File: config.mk
export PLATFORM = sky130hd
export DESIGN_NAME = multi_detection
export DESIGN_NICKNAME = d
export VERILOG_FILES = /design/src/rtl/detection_pkg.sv /design/src/rtl/detect_channel.sv /design/src/rtl/multi_detection.sv
export SDC_FILE = /design/constraint.sdc
export NUM_CORES = 1
export LEC_CHECK = 0
export ABC_AREA = 1
export ABC_CLOCK_PERIOD_IN_PS = 2300
export CAP_MARGIN = 15
export CORE_MARGIN = 3
export CORE_UTILIZATION = 57
export CTS_CLUSTER_DIAMETER = 100
export DETAILED_ROUTE_END_ITERATION = 8
export PLACE_DENSITY = 0.8
export SLEW_MARGIN = 20
export SYNTH_ARGS = -nofsm -noshare
export SYNTH_HDL_FRONTEND = slang
export SYNTH_SLANG_ARGS = --single-unit
File: constraint.sdc
create_clock -name gclk -period 2.3 [get_ports gclk]
set_clock_uncertainty 0.2 [all_clocks]
set_input_delay 0.23 -clock gclk [delete_from_list [all_inputs] [get_ports gclk]]
set_output_delay 0.23 -clock gclk [all_outputs]
set_load 0.05 [all_outputs]
File: src/rtl/detection_pkg.sv
// rtl/detection_pkg.sv - shared channel state, counter sizing and default parameters for the echo detector
package detection_pkg;

  typedef enum logic [1:0] {IDLE, QUAL, FIRED, RELEASE} ch_state_t;

  localparam int DEF_N        = 4;
  localparam int DEF_DEBOUNCE = 4;
  localparam int DEF_REARM    = 8;
  localparam int DEF_CNT_W    = 16;
  localparam int DEF_TIMEOUT  = 50000;

  // One counter serves both the debounce and re-arm phases, so size it for the larger.
  function automatic int cnt_width(input int debounce, input int rearm);
    int m;
    m = (debounce > rearm) ? debounce : rearm;
    return $clog2(m + 1);
  endfunction

endpackage

File: src/rtl/detect_channel.sv
// rtl/detect_channel.sv - one debounce/re-arm FSM; fire is the combinational next value of the channel pulse
module detect_channel
  import detection_pkg::*;
#(
  parameter int DEBOUNCE = DEF_DEBOUNCE,
  parameter int REARM    = DEF_REARM
) (
  input  logic gclk,
  input  logic rst,
  input  logic detect_en,
  input  logic echo,
  output logic fire
);

  localparam int CW = cnt_width(DEBOUNCE, REARM);
  localparam logic [CW-1:0] DEB_C   = CW'(DEBOUNCE);
  localparam logic [CW-1:0] REARM_C = CW'(REARM);

  ch_state_t     state, state_n;
  logic [CW-1:0] cnt, cnt_n, cnt_inc;

  always_ff @(posedge gclk or posedge rst) begin
    if (rst) begin
      state <= IDLE;
      cnt   <= '0;
    end else begin
      state <= state_n;
      cnt   <= cnt_n;
    end
  end

  always_comb begin
    state_n = state;
    cnt_n   = cnt;
    fire    = 1'b0;
    cnt_inc = cnt + CW'(1);
    if (!detect_en) begin
      state_n = IDLE;
      cnt_n   = '0;
    end else begin
      case (state)
        IDLE: begin
          if (echo) begin
            if (DEBOUNCE == 1) begin
              state_n = FIRED;
              fire    = 1'b1;
            end else begin
              state_n = QUAL;
              cnt_n   = CW'(1);
            end
          end
        end
        QUAL: begin
          if (!echo) begin
            state_n = IDLE;
            cnt_n   = '0;
          end else if (cnt_inc == DEB_C) begin
            state_n = FIRED;
            cnt_n   = '0;
            fire    = 1'b1;
          end else begin
            cnt_n = cnt_inc;
          end
        end
        FIRED: begin
          if (!echo) begin
            if (REARM == 1) begin
              state_n = IDLE;
              cnt_n   = '0;
            end else begin
              state_n = RELEASE;
              cnt_n   = CW'(1);
            end
          end
        end
        RELEASE: begin
          // Echo returning before the re-arm time means the same object: no new pulse.
          if (echo) begin
            state_n = FIRED;
            cnt_n   = '0;
          end else if (cnt_inc == REARM_C) begin
            state_n = IDLE;
            cnt_n   = '0;
          end else begin
            cnt_n = cnt_inc;
          end
        end
        default: begin
          state_n = IDLE;
          cnt_n   = '0;
        end
      endcase
    end
  end

endmodule

File: src/rtl/multi_detection.sv
// rtl/multi_detection.sv - N-channel debounced echo detector with combined pulse, index and event counter
// Optional DETECT_TIMEOUT_EN adds a no-detection timeout pulse; otherwise timeout is tied low.
module multi_detection
  import detection_pkg::*;
#(
  parameter int N        = DEF_N,
  parameter int DEBOUNCE = DEF_DEBOUNCE,
  parameter int REARM    = DEF_REARM,
  parameter int CNT_W    = DEF_CNT_W,
  parameter int TIMEOUT  = DEF_TIMEOUT,
  localparam int FW      = (N > 1) ? $clog2(N) : 1
) (
  input  logic             gclk,
  input  logic             rst,
  input  logic             detect_en,
  input  logic [N-1:0]     echo_in,
  input  logic             event_clr,
  output logic [N-1:0]     detected,
  output logic             detected_any,
  output logic [FW-1:0]    first_ch,
  output logic [CNT_W-1:0] event_cnt,
  output logic             timeout
);

  localparam logic [CNT_W-1:0] CNT_MAX = '1;

  logic [N-1:0]  fire;
  logic [FW-1:0] first_n;

  for (genvar i = 0; i < N; i++) begin : g_ch
    detect_channel #(
      .DEBOUNCE (DEBOUNCE),
      .REARM    (REARM)
    ) u_ch (
      .gclk      (gclk),
      .rst       (rst),
      .detect_en (detect_en),
      .echo      (echo_in[i]),
      .fire      (fire[i])
    );
  end

  // Descending scan so the lowest firing channel is the last to write.
  always_comb begin
    first_n = '0;
    for (int i = N - 1; i >= 0; i--) begin
      if (fire[i]) first_n = FW'(i);
    end
  end

  always_ff @(posedge gclk or posedge rst) begin
    if (rst) begin
      detected     <= '0;
      detected_any <= 1'b0;
      first_ch     <= '0;
    end else begin
      detected     <= fire;
      detected_any <= |fire;
      first_ch     <= first_n;
    end
  end

  always_ff @(posedge gclk or posedge rst) begin
    if (rst) begin
      event_cnt <= '0;
    end else if (event_clr) begin
      event_cnt <= detected_any ? CNT_W'(1) : '0;
    end else if (detected_any && (event_cnt != CNT_MAX)) begin
      event_cnt <= event_cnt + CNT_W'(1);
    end
  end

`ifdef DETECT_TIMEOUT_EN
  localparam int TW = $clog2(TIMEOUT);
  localparam logic [TW-1:0] TO_LAST = TW'(TIMEOUT - 1);

  logic [TW-1:0] to_cnt;

  // A registered fire clears the counter first, so a coinciding terminal count is lost.
  always_ff @(posedge gclk or posedge rst) begin
    if (rst) begin
      to_cnt  <= '0;
      timeout <= 1'b0;
    end else if (!detect_en || detected_any) begin
      to_cnt  <= '0;
      timeout <= 1'b0;
    end else if (to_cnt == TO_LAST) begin
      to_cnt  <= '0;
      timeout <= 1'b1;
    end else begin
      to_cnt  <= to_cnt + TW'(1);
      timeout <= 1'b0;
    end
  end
`else
  logic unused_timeout_param;
  assign unused_timeout_param = (TIMEOUT > 0);
  assign timeout = 1'b0;
`endif

endmodule

**After elaboration in Yosys (flattened, before gate mapping)**

Cells that the tools add are included.

- Add/subtract/negate cells: 5
- Equality and inequality tests: 37
- Mux-type cells: 87
- Reduce and logical (&&, ||, !) cells: 15

Operators by type and width:

| kind | number |
|---|---|
| 4-bit two-way mux | 28 |
| 2-bit two-way mux | 32 |
| 4-bit one-hot mux with 4 select lines | 4 |
| 16-bit two-way mux | 2 |
| 4-bit by 3-bit inequality test with 1-bit output (second input constant) | 8 |
| 2-bit one-hot mux with 4 select lines | 4 |
| 3-bit inequality test (second input constant) | 8 |
| 1-bit two-way mux | 17 |
| 16-bit by 1-bit adder with 16-bit output (second input constant) | 1 |
| 4-bit by 1-bit adder with 4-bit output (second input constant) | 4 |
| 2-bit equality test (second input constant) | 8 |
| 4-bit by 3-bit equality test with 1-bit output (second input constant) | 4 |
| 4-bit equality test (second input constant) | 4 |
| 16-bit inequality test (second input constant) | 1 |
| 4-bit AND reduction | 4 |
| 2-bit by 1-bit equality test with 1-bit output (second input constant) | 4 |
| 2-bit zero test | 4 |
| 2-bit AND reduction | 4 |
| 4-bit OR reduction | 1 |
| 2-bit nonzero test | 1 |
| 1-bit logical AND | 1 |

- Register bits: 47
- Bits of input ports: 8
- Output and inout bits: 24
- Word-level logic and storage cells: 156

**Logic depth before layout (Yosys ltp)**

- Depth after elaboration: 10
- Depth in mapped cells: 10
- Depth with buffers taken out: 10

**By module**

From an unflattened synthesis, not the netlist that was laid out.

- Cells, all modules: 448
- Area total of the unflattened synthesis: 3108.0 sq um

Modules (own cells, without submodules):

| module | instances | cells an instance | area an instance (sq um) | seq. area each (sq um) |
|---|---|---|---|---|
| detect_channel | 4 | 70 | 460.4 | 150.1 |
| multi_detection | 1 | 168 | 1266.2 | 575.6 |

**Worst setup path after synthesis**

OpenSTA, ideal clock, no wires.

- Kind: register to register
- From: register event_cnt[0]
- To: register event_cnt[10]
- Setup time: 66 ps
- Data arrival time: 1917 ps
- Required time: 2034 ps
- Slack: 117 ps
- Cell stages (with the launch flop): 11
- Path buffers: 1
- Clock period less this slack: 2183 ps
- Cell sequence: dfrtp_1 > ha_1 > clkinv_1 > nor2_4 > nand2_4 > o21ai_4 > nand2_4 > inv_4 > buf_12 > nand2_1 > nand2_1

- Longest elaborated chain between the ends: 3
- Elaborated cells between the ends (all ways): 6
- Classes of those cells: add/sub (1); eq/ne (1); mux (2); reduce/logical (2)

Ends and longest elaborated chain:

| item | RTL line | text |
|---|---|---|
| from (decl) | multi_detection.sv:21 | `output logic [CNT_W-1:0] event_cnt,` |
| from (signal assigned) | multi_detection.sv:67 | `event_cnt <= detected_any ? CNT_W'(1) : '0;` |
| from (signal assigned) | multi_detection.sv:69 | `event_cnt <= event_cnt + CNT_W'(1);` |
| 16-bit by 1-bit adder with 16-bit output or 16-bit inequality test (tied branches) | multi_detection.sv:69, multi_detection.sv:68 |  |
| 16-bit two-way mux or 1-bit logical AND (tied branches) | multi_detection.sv:68 | `end else if (detected_any && (event_cnt != CNT_MAX)) begin` |
| 16-bit two-way mux or 2-bit nonzero test (tied branches) | - |  |

Parallel ways exist; a longest one is shown, timed or not. The select of a mux whose other input is x is not followed.
A chain may end at the register's enable or synchronous reset.

**Final worst setup path**

- From: register event_cnt[0]
- To: register event_cnt[9]

The elaborated chain is that of the path after synthesis.

==> results.md <==
- Peak supply drop: 0.319 mV
- Avg WL per Cell: 12.4 um
- Detail Placement HPWL: 5.00 mm
- ANT cells: 0
- Vias in the first global route: between 2000 and 3000
- Gate Count Post-Synth: approximately 440
- Largest net degree at the start of global routing: 48
- Core footprint: 4940 um2
- Clock Tree Root: clkbuf_8
- Post-synthesis adder-cell area fraction: 0.0370
- Kind of end point of the critical path: flip-flop
- Crit-path slowest cell: dfrtp_1
- Share of layout cells above drive strength 1: 0.0466
- CTS Hold Bufs: 0
- Total negative slack: 0 ps
- Largest family of logic cells by synthesized area: simple AND/OR/NAND/NOR gates
- Worst setup path start: event_cnt[0]
- Post-synth EDFFs: 0
- Mean post-synth cell area: between 6 and 7 um2
- Mux contribution to synthesized area: 0
- Final Critical Period: roughly 2000 ps
- Xor/xnor share of the synthesized area: 0.0173
- Initial antenna violation count: 0
- Tightest Pin Transition: 519 ps
- Crit Path Category: reg -> reg
- GPL Wtd Cong: 0.912
- Async S/R FF share, synth: 1.00
- Vias per Instance: 5.45
- Starting Density: 0.616
- DP Worst Slack: roughly 340 ps
- PD cells: roughly 490 nW/um2
- Final Max Tran Viols: 0
- GRT Total Usage: 0.227
- Critical R2R Capture: event_cnt[9]
- Seq/Total Area, Yosys: 0.387
- Worst Hold Class: in -> async
- Row count: 25
- Initial DRC Count: between 200 and 250
- Count of final hold-check violations: 0
- Required @ worst endpoint: 2340 ps
- Routed vias: around 3000
- CP max stage delay: 450 ps
- Post-Synthesis Cell Area: 3040 um2
- Reg2reg path depth: 9
- Max-cap violations: 0
- Post-route DRC: 0
- Worst path cell trace: ha_1, clkinv_1, nor2_4, nand2_4, o21ai_4, nand2_4, inv_4, nand2_1, nand2_1
- Final period util: 0.890
- R2r setup slk: 250 ps
- Startpoint types: flip-flop
- Count of final setup violators: 0
- Total CTS buffers: 5
- # port buffers: 30
- Pre-Repair DR Iteration Count: 5
- ANT nets after route: 0
- Status: finished clean
- Chip Width: 79.1 um
- Grt total ovfl: 0
- Setup Buffers After CTS: 0
- Unrepaired setup endpoints after global routing: false
- Lkg Pwr: 1.77 nW
- CTS resizes: 0
- Clk_lat worst skew: about 300 ps
- Overall die area: 6250 um2
- Area Growth Syn to Fin: 15.3%
- Final wirelength: about 6.7 mm
- Main flop type after synthesis: dfrtp_1
- # IOs: 32
- Die height: 79.1 um
- CP endpoint: event_cnt[9]
- Ys Warns: 0
- First-pass GRT wire length: 11.6 mm
- R2r startpoint: event_cnt[0]
- Clk sinks: 47
- Worst Path Arrival: 2090 ps
- CP Max Fanout: 15
- Clock transition at path regs: 90 ps
- Clock Tree Buf Depth: 2
- Net count after synthesis: 455
- Post-synthesis sequential element count: 47
- Compound-Gate Fraction of Synth Area: 0.0810
- Yosys cell types: 35
- Synth Area in Simple Gates: 0.385
- Worst slew margin: 0.653
- Fin nets: 488
- Htree depth: 2
- CTS tree: done
- Worst setup margin: 253 ps
- Fmax: a little under 500 MHz
==> routing by layer <==
metal  global-route usage  part of all wire
met1                0.287              0.45
met2                0.402              0.48
met3               0.0385             0.056
met4               0.0550             0.013
met5                    0                 0
==> worst max-delay path, delay by kind of cell (launching register included) <==
| kind | cells | cell delay [ps] |
|---|---|---|
| compound gates | 1 | 190 |
| fa+ha+maj | 1 | 250 |
| buf+inv | 2 | 330 |
| flops | 1 | 450 |
| simple gates | 5 | 560 |
==> cell usage after synthesis (2+ instances only) <==
master / count / area [um2]
or2_2: 2 / 12.5
nand2_1: 144 / 541
nand3_1: 32 / 160
nor2_1: 49 / 184
nor2_4: 2 / 22.5
nor3_1: 7 / 35.0
inv_1: 57 / 214
o21bai_1: 4 / 30.0
a21oi_1: 10 / 50.1
nand2_4: 2 / 22.5
o22ai_1: 5 / 31.3
dfrtp_1: 47 / 1180
o21ai_0: 7 / 35.0
a211oi_1: 3 / 22.5
o31ai_1: 2 / 15.0
xor2_1: 5 / 43.8
ha_1: 9 / 113
clkbuf_1: 4 / 15.0
nand4_1: 29 / 181
o311ai_0: 3 / 26.3
==> layout make-up <==
| class | count | area (um2) |
|---|---|---|
| Inverter | 60 | 228 |
| Tap cell | 67 | 83.8 |
| Multi-Input combinational cell | 323 | 1590 |
| Fill cell | 417 | 1440 |
| Clock inverter | 3 | 20.0 |
| Clock buffer | 5 | 68.8 |
| Timing Repair Buffer | 34 | 343 |
| Sequential cell | 47 | 1180 |
==> cell usage in the layout (no fill, tap or decap), types with 2 or more instances in the layout <==
master           Yosys  final
o21bai_1             4      4
nand2_4              2      2
o22ai_1              5      5
inv_2                1      2
nand2_1            144    144
dfrtp_1             47     47
nor2_1              49     49
inv_1               57     56
o21ai_0              7      7
buf_4                1      3
nor3_1               7      7
nor2_4               2      2
o31ai_1              2      2
nand3_1             32     32
clkbuf_8             0      5
clkdlybuf4s50_1      0     30
xor2_1               5      5
ha_1                 9      9
nand4_1             29     29
a211oi_1             3      3
a21oi_1             10     10
o311ai_0             3      3
clkinvlp_4           0      2
or2_2                2      2
==> flip-flops by register name (all words and copies together) (netlist names) <==
signal	flops
g_ch.u_ch.cnt	16
event_cnt	16
first_ch	2
detected	4
g_ch.u_ch.state	8
detected_any	1
==> logic make-up (layout without fill, tap and decap cells) <==
logic type | after synthesis | after routing
and+or+nand+nor | 269 | 269
buffers and inverters | 68 | 102
DFF | 47 | 47
AOI/OAI and AO/OA | 38 | 38
adders and majority gates | 9 | 9
xor gates and xnor gates | 6 | 6
other | 1 | 1
==> power by group <==
group | total [mW] | switching (mW) | internal [mW]
clock network | 0.504 | 0.292 | 0.212
registers | 0.947 | 0.0773 | 0.869
logic | 0.285 | 0.182 | 0.103
total | 1.74 | 0.552 | 1.18
==> worst min path at each step <==
stage                          start                    end  slack, ps  depth (start not counted)
2_1_floorplan              event_clr           event_cnt[8]        180                          3
3_3_place_gp   g_ch[3].u_ch.state[1]  g_ch[3].u_ch.state[1]        320                          2
6_report                         rst           event_cnt[0]         90                          3
3_5_place_dp   g_ch[3].u_ch.state[1]  g_ch[3].u_ch.state[1]        330                          2
5_1_grt                          rst           event_cnt[5]        130                          3
4_1_cts                          rst    g_ch[0].u_ch.cnt[2]        100                          3
==> through the flow <==
step / area, um2 / utilization / total power [mW] / cells / hold slack [ps]
after CTS: 3510 / 0.710 / 1.76 / 539 / 98.9
after detailed placement: 3420 / 0.692 / 1.25 / 531 / 325
after global routing: 3510 / 0.710 / 1.84 / 539 / 127
after global placement: 3420 / 0.692 / 1.24 / 531 / 317
after floorplan: 3040 / - / 1.16 / 438 / 181
final: 3510 / 0.710 / 1.74 / 539 / 88.5
(Power assumes the default switching activity.)
